$ cat config.mk
export PLATFORM = sky130hd
export DESIGN_NAME = decode_token
export DESIGN_NICKNAME = d
export VERILOG_FILES = /design/src/rtl/decode_token.sv
export SDC_FILE = /design/constraint.sdc
export NUM_CORES = 1
export LEC_CHECK = 0
export CAP_MARGIN = 20
export CORE_MARGIN = 2
export CORE_UTILIZATION = 47
export CTS_CLUSTER_SIZE = 20
export DETAILED_ROUTE_END_ITERATION = 8
export PLACE_DENSITY = 0.8
export SLEW_MARGIN = 20
export SYNTH_ARGS = -nofsm -noshare
export SYNTH_HDL_FRONTEND = slang
export SYNTH_SLANG_ARGS = --single-unit
$ cat constraint.sdc
create_clock -name clk -period 3 [get_ports clk]
set_clock_uncertainty 0.1 [all_clocks]
set_input_delay 0.75 -clock clk [delete_from_list [all_inputs] [get_ports clk]]
set_output_delay 0.75 -clock clk [all_outputs]
set_load 0.05 [all_outputs]
$ cat src/rtl/decode_token.sv
// LZS token parser: decodes literals, match offsets/lengths and the end marker from a 13-bit
// MSB-first window, tells the aligner how many bits to drop and emits literal/copy commands.
module decode_token (
  input  logic        clk,
  input  logic        rst,
  input  logic        ce,
  input  logic [12:0] stream_data,
  input  logic        stream_valid,
  output logic        stream_ack,
  output logic [3:0]  stream_width,
  input  logic        out_full,
  output logic        out_valid,
  output logic        out_lit,
  output logic [7:0]  out_data,
  output logic [10:0] out_offset,
  output logic [4:0]  out_len,
  output logic        out_end,
  output logic        out_err
);

  typedef enum logic [1:0] {StToken, StLen, StExt, StDone} state_e;

  state_e      state_q, state_d;
  logic [10:0] offset_q, offset_d;
  logic        ack_d, valid_d, lit_d, end_d, err_d;
  logic [3:0]  width_d;
  logic [7:0]  data_d;
  logic [4:0]  len_d;

  logic [6:0]  short_off;
  logic [10:0] long_off;
  logic [3:0]  len_code;
  logic [3:0]  len_nib;
  logic [3:0]  ext_nib;
  logic        eval;

  assign short_off = stream_data[10:4];
  assign long_off  = stream_data[10:0];
  assign len_code  = stream_data[12:9];
  assign len_nib   = stream_data[8:5];
  assign ext_nib   = stream_data[12:9];

  // A registered ack still on the wire means the window has not shifted yet.
  assign eval = ce && stream_valid && !stream_ack;

  assign out_offset = offset_q;

  always_comb begin
    state_d  = state_q;
    offset_d = offset_q;
    ack_d    = 1'b0;
    width_d  = 4'd0;
    valid_d  = 1'b0;
    lit_d    = out_lit;
    data_d   = out_data;
    len_d    = out_len;
    end_d    = 1'b0;
    err_d    = out_err;

    if (eval) begin
      unique case (state_q)
        StToken: begin
          if (!stream_data[12]) begin
            if (!out_full) begin
              ack_d   = 1'b1;
              width_d = 4'd9;
              valid_d = 1'b1;
              lit_d   = 1'b1;
              data_d  = stream_data[11:4];
            end
          end else if (stream_data[11]) begin
            ack_d   = 1'b1;
            width_d = 4'd9;
            if (short_off != 7'd0) begin
              offset_d = {4'd0, short_off};
              state_d  = StLen;
            end else begin
              end_d   = 1'b1;
              state_d = StDone;
            end
          end else begin
            ack_d   = 1'b1;
            width_d = 4'd13;
            if (long_off != 11'd0) begin
              offset_d = long_off;
              state_d  = StLen;
            end else begin
              err_d   = 1'b1;
              state_d = StDone;
            end
          end
        end

        StLen: begin
          if (!out_full) begin
            ack_d   = 1'b1;
            valid_d = 1'b1;
            lit_d   = 1'b0;
            state_d = StToken;
            if (len_code[3:2] != 2'b11) begin
              width_d = 4'd2;
              len_d   = 5'd2 + {3'd0, len_code[3:2]};
            end else if (len_code[1:0] != 2'b11) begin
              width_d = 4'd4;
              len_d   = 5'd5 + {3'd0, len_code[1:0]};
            end else begin
              width_d = 4'd8;
              if (len_nib != 4'hf) begin
                len_d = 5'd8 + {1'b0, len_nib};
              end else begin
                len_d   = 5'd23;
                state_d = StExt;
              end
            end
          end
        end

        StExt: begin
          if (ext_nib == 4'd0) begin
            // Terminating zero nibble carries no bytes, so downstream space is irrelevant.
            ack_d   = 1'b1;
            width_d = 4'd4;
            state_d = StToken;
          end else if (!out_full) begin
            ack_d   = 1'b1;
            width_d = 4'd4;
            valid_d = 1'b1;
            lit_d   = 1'b0;
            len_d   = {1'b0, ext_nib};
            state_d = (ext_nib == 4'hf) ? StExt : StToken;
          end
        end

        StDone: begin
        end
      endcase
    end
  end

  always_ff @(posedge clk) begin
    if (rst) begin
      state_q      <= StToken;
      offset_q     <= 11'd0;
      stream_ack   <= 1'b0;
      stream_width <= 4'd0;
      out_valid    <= 1'b0;
      out_lit      <= 1'b0;
      out_data     <= 8'd0;
      out_len      <= 5'd0;
      out_end      <= 1'b0;
      out_err      <= 1'b0;
    end else begin
      state_q      <= state_d;
      offset_q     <= offset_d;
      stream_ack   <= ack_d;
      stream_width <= width_d;
      out_valid    <= valid_d;
      out_lit      <= lit_d;
      out_data     <= data_d;
      out_len      <= len_d;
      out_end      <= end_d;
      out_err      <= err_d;
    end
  end

endmodule

==> results_dict.tcl, run 1 <==
set metrics [dict create \
    status "finished clean" \
    max-cap-violations 0 \
    synth_edf_count 0 \
    tritoncts "yes" \
    routedWlPerCell_um 14.2 \
    final_core_util_pct 68.3 \
    num_rows 22 \
    nets 285 \
    cts_buffers 5 \
    clk_latency_ns 0.29 \
    drv_slew 0 \
    crit_required_ns 3.12 \
    hpwl_um 3110 \
    clk_pin_slew_ns 0.07 \
    r2r_slack_ns 0.62 \
    drt_iter0_markers 79 \
    place_area_mm2 0.00238 \
    wl_um 4400 \
    synthesis.nets 222 \
    path_cells "clkdlybuf4s50_1 > inv_1 > ha_1 > nor4bb_1 > or4_1 > or4_1 > a21oi_1" \
    max_stage_delay_ns 0.51 \
    rr_worst_depth 6 \
    setup_violations 0 \
    root_buffer "clkbuf_8" \
    hold_class "flip-flop to flip-flop" \
    layout-drive-gt1-share_pct 12.6 \
    post-place-cells 301 \
    syn_inst 197 \
    setup.worst_path.start_class "input pin" \
    synth_common_cells "35 x dfxtp_1, 23 x a21oi_1, 20 x nor2_1" \
    gp_congestion 0.815 \
    yosys_warnings 0 \
    syn_avg_cell_area_um2 8.76 \
    hold_buffers 0 \
    grtUsageMet3_pct 7.81 \
    timing.final.crit_share_pct 90.1 \
    netlist_area_mm2 0.00173 \
    timing.rr.start "state_q[0]" \
    diodes 0 \
    path_max_fanout 2 \
    synth.distinct_cells 39 \
    hold-path-endpoint "out_len[0]" \
    postCtsSetupBuffers 0 \
    synthMostInstantiatedCell "dfxtp_1" \
    power.density_mw_per_mm2 428 \
    ys_top_cells_by_area "dfxtp_1 41%, mux2i_1 8.7%, a21oi_1 6.7%, ha_1 5.1%, nor2_1 4.3%" \
    ant_nets 0 \
    drtPass1Iterations 4 \
    fin_cells 309 \
    end_kind "flip-flop" \
    grtUsageMet2_pct 38.7 \
    slowest_stage "or4_1" \
    grt_use_total_pct 23.4 \
    die_area_mm2 0.00417 \
    yosys.area.top_type "dfxtp_1" \
    vias 1676 \
    stdcell_area_mm2 0.00246 \
    core_area_mm2 0.00361 \
    slew_headroom_pct 65.3 \
    fin_setup_tns_ns 0 \
    ios 51 \
    synth_ff_type "dfxtp_1" \
    grt_pass1_vias 1636 \
    timing.rr.end "out_len[4]" \
    worstMarginPinSlew_ns 0.519 \
    leakagePower_nw 0.964 \
    clockBufferDepth 2 \
    min-delay-start "out_len[0]" \
    die_w_um 64.6 \
    final_hold_viol_count 0 \
    arrival_ns 2.82 \
    grt_pass1_wl_um 7600 \
    use_met1_pct 28.0 \
    worstSetupPathType "input pin to flip-flop" \
    die_h_um 64.6 \
    area_growth_pct 42.5 \
    crit_path_frequent_cell "or4_1" \
    drcViolationCount 0 \
    grt_busiest_layer "met2" \
    rsz0062_at_grt "no" \
    viasPerCell 5.42 \
    grt_max_degree 30 \
    htree_num_levels 2 \
    synthArstFlopShare_pct 0 \
    ir_drop_uv 371 \
    ys_ff_latch 35 \
    io_buffers 50 \
    worstHoldPathCells 2 \
    cts.repair.resized 0 \
    fin_crit_ns 2.70 \
    antenna_found_initial 0 \
    grt_overflow 0 \
    yosysTopAreaCellShare_pct 40.6 \
    seq_area_frac_synth_pct 40.6 \
    fmax_mhz 370 \
    cts.sinks 35 \
    initial_core_util_pct 47.9 \
]
-- area by class of cell --
cell class,instances,area [µm²]
Tap cell,48,60.1
Timing Repair Buffer,69,643
Multi-Input combinational cell,143,953
Clock buffer,7,76.3
Sequential cell,35,701
Clock inverter,1,5.00
Inverter,6,22.5
Fill cell,304,1140
-- sequential cells by signal (all words and copies together) (netlist names) --
| name | count |
|---|---|
| out_len | 5 |
| state_q | 2 |
| out_offset | 11 |
| stream_width | 4 |
| out_end | 1 |
| out_err | 1 |
| out_data | 8 |
| out_valid | 1 |
| stream_ack | 1 |
| out_lit | 1 |
-- placed cells by master (no fill, tap or decap), drive strengths merged, types with 7 or more instances in the layout --
cell and count:
buf 19, nor2 20, nand2 10, mux2i 15, dfxtp 35, a21oi 23
ha 7, clkbuf 7, o21ai 10, clkdlybuf4s50 50, a211oi 9
-- kinds of logic after synthesis --
group / count (synthesis) / share of synthesized area [%]
simple gates: 64 / 20.4
mux: 16 / 9.35
buf+inv: 19 / 4.20
flops: 35 / 40.6
compound gates: 56 / 20.4
fa+ha+maj: 7 / 5.07
-- report_power, final --
group          switching, W  internal (W)
combinational      0.000138     0.0000977
clock              0.000165      0.000163
sequential       0.00000831      0.000480
total              0.000312      0.000741
-- routing by layer --
| metal | routed length (µm) | part of all wire [%] |
|---|---|---|
| met2 | 2110 | 48 |
| met5 | 0 | 0 |
| met3 | 357 | 8.1 |
| met4 | 69 | 1.6 |
| met1 | 1850 | 42 |
-- how the worst max path moves through the flow --
stage | start | endpoint | slack (ns) | depth (start not counted)
2_1_floorplan | stream_data[9] | out_len[4] | 0.48 | 7
3_3_place_gp | stream_data[9] | out_len[4] | 0.06 | 7
3_5_place_dp | stream_data[9] | out_len[4] | 0.02 | 7
4_1_cts | stream_data[9] | out_len[4] | 0.32 | 7
5_1_grt | stream_data[9] | out_len[4] | 0.18 | 7
6_report | stream_data[9] | out_len[4] | 0.30 | 7
-- per-stage QoR --
stage / worst slack, ns / power [W] / hold slack, ns
2_1_floorplan: 0.478 / 0.000641 / 0.423
3_3_place_gp: 0.0592 / 0.000732 / 0.351
3_5_place_dp: 0.0243 / 0.000734 / 0.351
4_1_cts: 0.316 / 0.00106 / 0.364
5_1_grt: 0.181 / 0.00110 / 0.388
6_report: 0.298 / 0.00105 / 0.360
-- worst max-delay path: cells and delay by family --
family	cells	cell delay, ns
compound gates	1	0.16
fa+ha+maj	1	0.20
buf+inv	2	0.57
simple gates	3	1.16
Power figures use the tool's default switching activity.
==> run 2, diff against run 1 <==
--- a/config.mk
+++ b/config.mk
@@ -7,10 +7,9 @@
 export LEC_CHECK = 0
 export CAP_MARGIN = 20
 export CORE_MARGIN = 2
-export CORE_UTILIZATION = 47
+export CORE_UTILIZATION = 36
 export CTS_CLUSTER_SIZE = 20
 export DETAILED_ROUTE_END_ITERATION = 8
-export PLACE_DENSITY = 0.8
 export SLEW_MARGIN = 20
 export SYNTH_ARGS = -nofsm -noshare
 export SYNTH_HDL_FRONTEND = slang
==> run 2 against run 1 <==
  * Utilization fell by 15 points
  * Fmax increased by 0.14%
  * Critical path depth stayed put
  * Non-clock buffer count up 2
  * Die area is 29% higher
  * Via count shrank 1.4%
  * Total power grew 0.32%
  * Final cell count rose by 2.6%
==> results_dict.tcl, run 2 (same netlist as run 1, synthesis figures left out) <==
set metrics [dict create \
    wl_um 4780 \
    postCtsSetupBuffers 0 \
    max-cap-violations 0 \
    r2r_slack_ns 0.73 \
    area_growth_pct 43.8 \
    drcViolationCount 0 \
    multi_input_area_um2 953 \
    vias 1653 \
    rsz0062_at_grt "no" \
    leakagePower_nw 0.974 \
    worstMarginPinSlew_ns 0.531 \
    initial_core_util_pct 37.0 \
    comb_power_share_pct 22.6 \
    die_area_mm2 0.00537 \
    setup.worst_path.start_class "input pin" \
    pwr-share-clk_pct 31.0 \
    fin_setup_tns_ns 0 \
    grt_pass1_wl_um 7750 \
    mostFrequentLayoutCells "50 x clkdlybuf4s50_1, 35 x dfxtp_1, 23 x a21oi_1" \
    clk_pin_slew_ns 0.07 \
    rr_worst_depth 6 \
    worstHoldPathCells 2 \
    clockBufferDepth 2 \
    fmax_mhz 371 \
    nets 287 \
    ant_nets 0 \
    cts.sinks 35 \
    m1WireLength_um 2240 \
    core_area_mm2 0.00466 \
    htree_num_levels 2 \
    drt_iter0_markers 95 \
    stdcell_area_mm2 0.00248 \
    fin_crit_ns 2.70 \
    worstSetupPathType "input pin to flip-flop" \
    switchingPower_w 0.000313 \
    path_max_fanout 2 \
    mostFrequentLayoutCell "clkdlybuf4s50_1" \
    end_kind "flip-flop" \
    grt_overflow 0 \
    io_buffers 50 \
    regArea_um2 701 \
    diodes 0 \
    ir_drop_uv 237 \
    die_h_um 73.3 \
    p_sw_share_pct 29.6 \
    hold-path-endpoint "out_len[1]" \
    grt_max_degree 30 \
    gp_congestion 0.793 \
    root_buffer "clkbuf_8" \
    status "finished clean" \
    power.density_mw_per_mm2 425 \
    timing.final.crit_share_pct 89.9 \
    grt_pass1_vias 1592 \
    antenna_found_initial 0 \
    dr_wl_met2_um 2170 \
    final_hold_viol_count 0 \
    largest_register_ffs 11 \
    cts.repair.resized 0 \
    slew_headroom_pct 64.5 \
    timing.rr.end "out_len[4]" \
    route.met3.wl_um 304 \
    drtPass1Iterations 4 \
    power_frac_seq_pct 46.3 \
    min-delay-start "out_len[1]" \
    cts_buffers 5 \
    tritoncts "yes" \
    place_area_mm2 0.00240 \
    drv_slew 0 \
    routedWlPerCell_um 15.1 \
    viasPerCell 5.21 \
    ios 51 \
    num-fill-cells 477 \
    timing.rr.start "state_q[0]" \
    hold_buffers 0 \
    setup_violations 0 \
    p_int_w 0.000743 \
    top_layer_used "met4" \
    num_rows 25 \
    arrival_ns 2.82 \
    clk_latency_ns 0.28 \
    grt_use_total_pct 19.0 \
    die_w_um 73.3 \
    hpwl_um 3450 \
    hold_class "flip-flop to flip-flop" \
    layout-drive-gt1-share_pct 13.3 \
    crit_required_ns 3.12 \
]
run 2: per-stage QoR:
step | cells | total power (W) | setup slack, ns | util (%) | hold slack [ns]
after global routing | 317 | 0.00111 | 0.189 | 53.3 | 0.387
after floorplan | 197 | 0.000641 | 0.478 | - | 0.423
final | 317 | 0.00106 | 0.302 | 53.3 | 0.359
after global placement | 309 | 0.000738 | 0.0360 | 51.5 | 0.351
after detailed placement | 309 | 0.000739 | 0.0142 | 51.5 | 0.353
after CTS | 317 | 0.00107 | 0.309 | 53.3 | 0.363
run 2: power groups by stage:
stage                     sequential [W]  clock, W  combinational [W]
after floorplan                 0.000545         0          0.0000955
after global placement          0.000499         0           0.000239
after detailed placement        0.000499         0           0.000240
after CTS                       0.000489  0.000336           0.000241
after global routing            0.000490  0.000357           0.000260
final                           0.000489  0.000327           0.000239
run 2: worst max path at each step:
stage | start | endpoint | slack [ns] | cells after the start
floorplan | stream_data[9] | out_len[4] | 0.48 | 7
global placement | stream_data[9] | out_len[4] | 0.04 | 7
detailed placement | stream_data[9] | out_len[4] | 0.01 | 7
CTS | stream_data[9] | out_len[4] | 0.31 | 7
global route | stream_data[9] | out_len[4] | 0.19 | 7
finish | stream_data[9] | out_len[4] | 0.30 | 7
run 2: critical path: stages:
cell             delay, ns
clkdlybuf4s50_1       0.49
inv_1                 0.06
ha_1                  0.19
nor4bb_1              0.15
or4_1                 0.51
or4_1                 0.52
a21oi_1               0.15
run 2: layout make-up:
cell class                      instances  area share [%]
Multi-Input combinational cell        143            38.4
Sequential cell                        35            28.2
Timing Repair Buffer                   71            26.5
Clock buffer                            7            3.07
Tap cell                               54            2.72
Inverter                                6           0.907
Clock inverter                          1           0.202
run 2: layer usage:
| layer | vias to the layer above | global-route usage [%] |
|---|---|---|
| met1 | 757 | 24.4 |
| met2 | 47 | 30.0 |
| met3 | 4 | 5.49 |
| met4 | 0 | 7.41 |
| met5 | - | 0 |
| li1 | 845 | - |
==> run 3, diff against run 2 <==
--- a/config.mk
+++ b/config.mk
@@ -7,9 +7,11 @@
 export LEC_CHECK = 0
 export CAP_MARGIN = 20
 export CORE_MARGIN = 2
-export CORE_UTILIZATION = 36
+export CORE_UTILIZATION = 47
 export CTS_CLUSTER_SIZE = 20
 export DETAILED_ROUTE_END_ITERATION = 8
+export PLACE_DENSITY = 0.8
+export SKIP_LAST_GASP = 1
 export SLEW_MARGIN = 20
 export SYNTH_ARGS = -nofsm -noshare
 export SYNTH_HDL_FRONTEND = slang
==> results of run 3 <==
Final layout, timing and power as in run 1 (identical DEF).
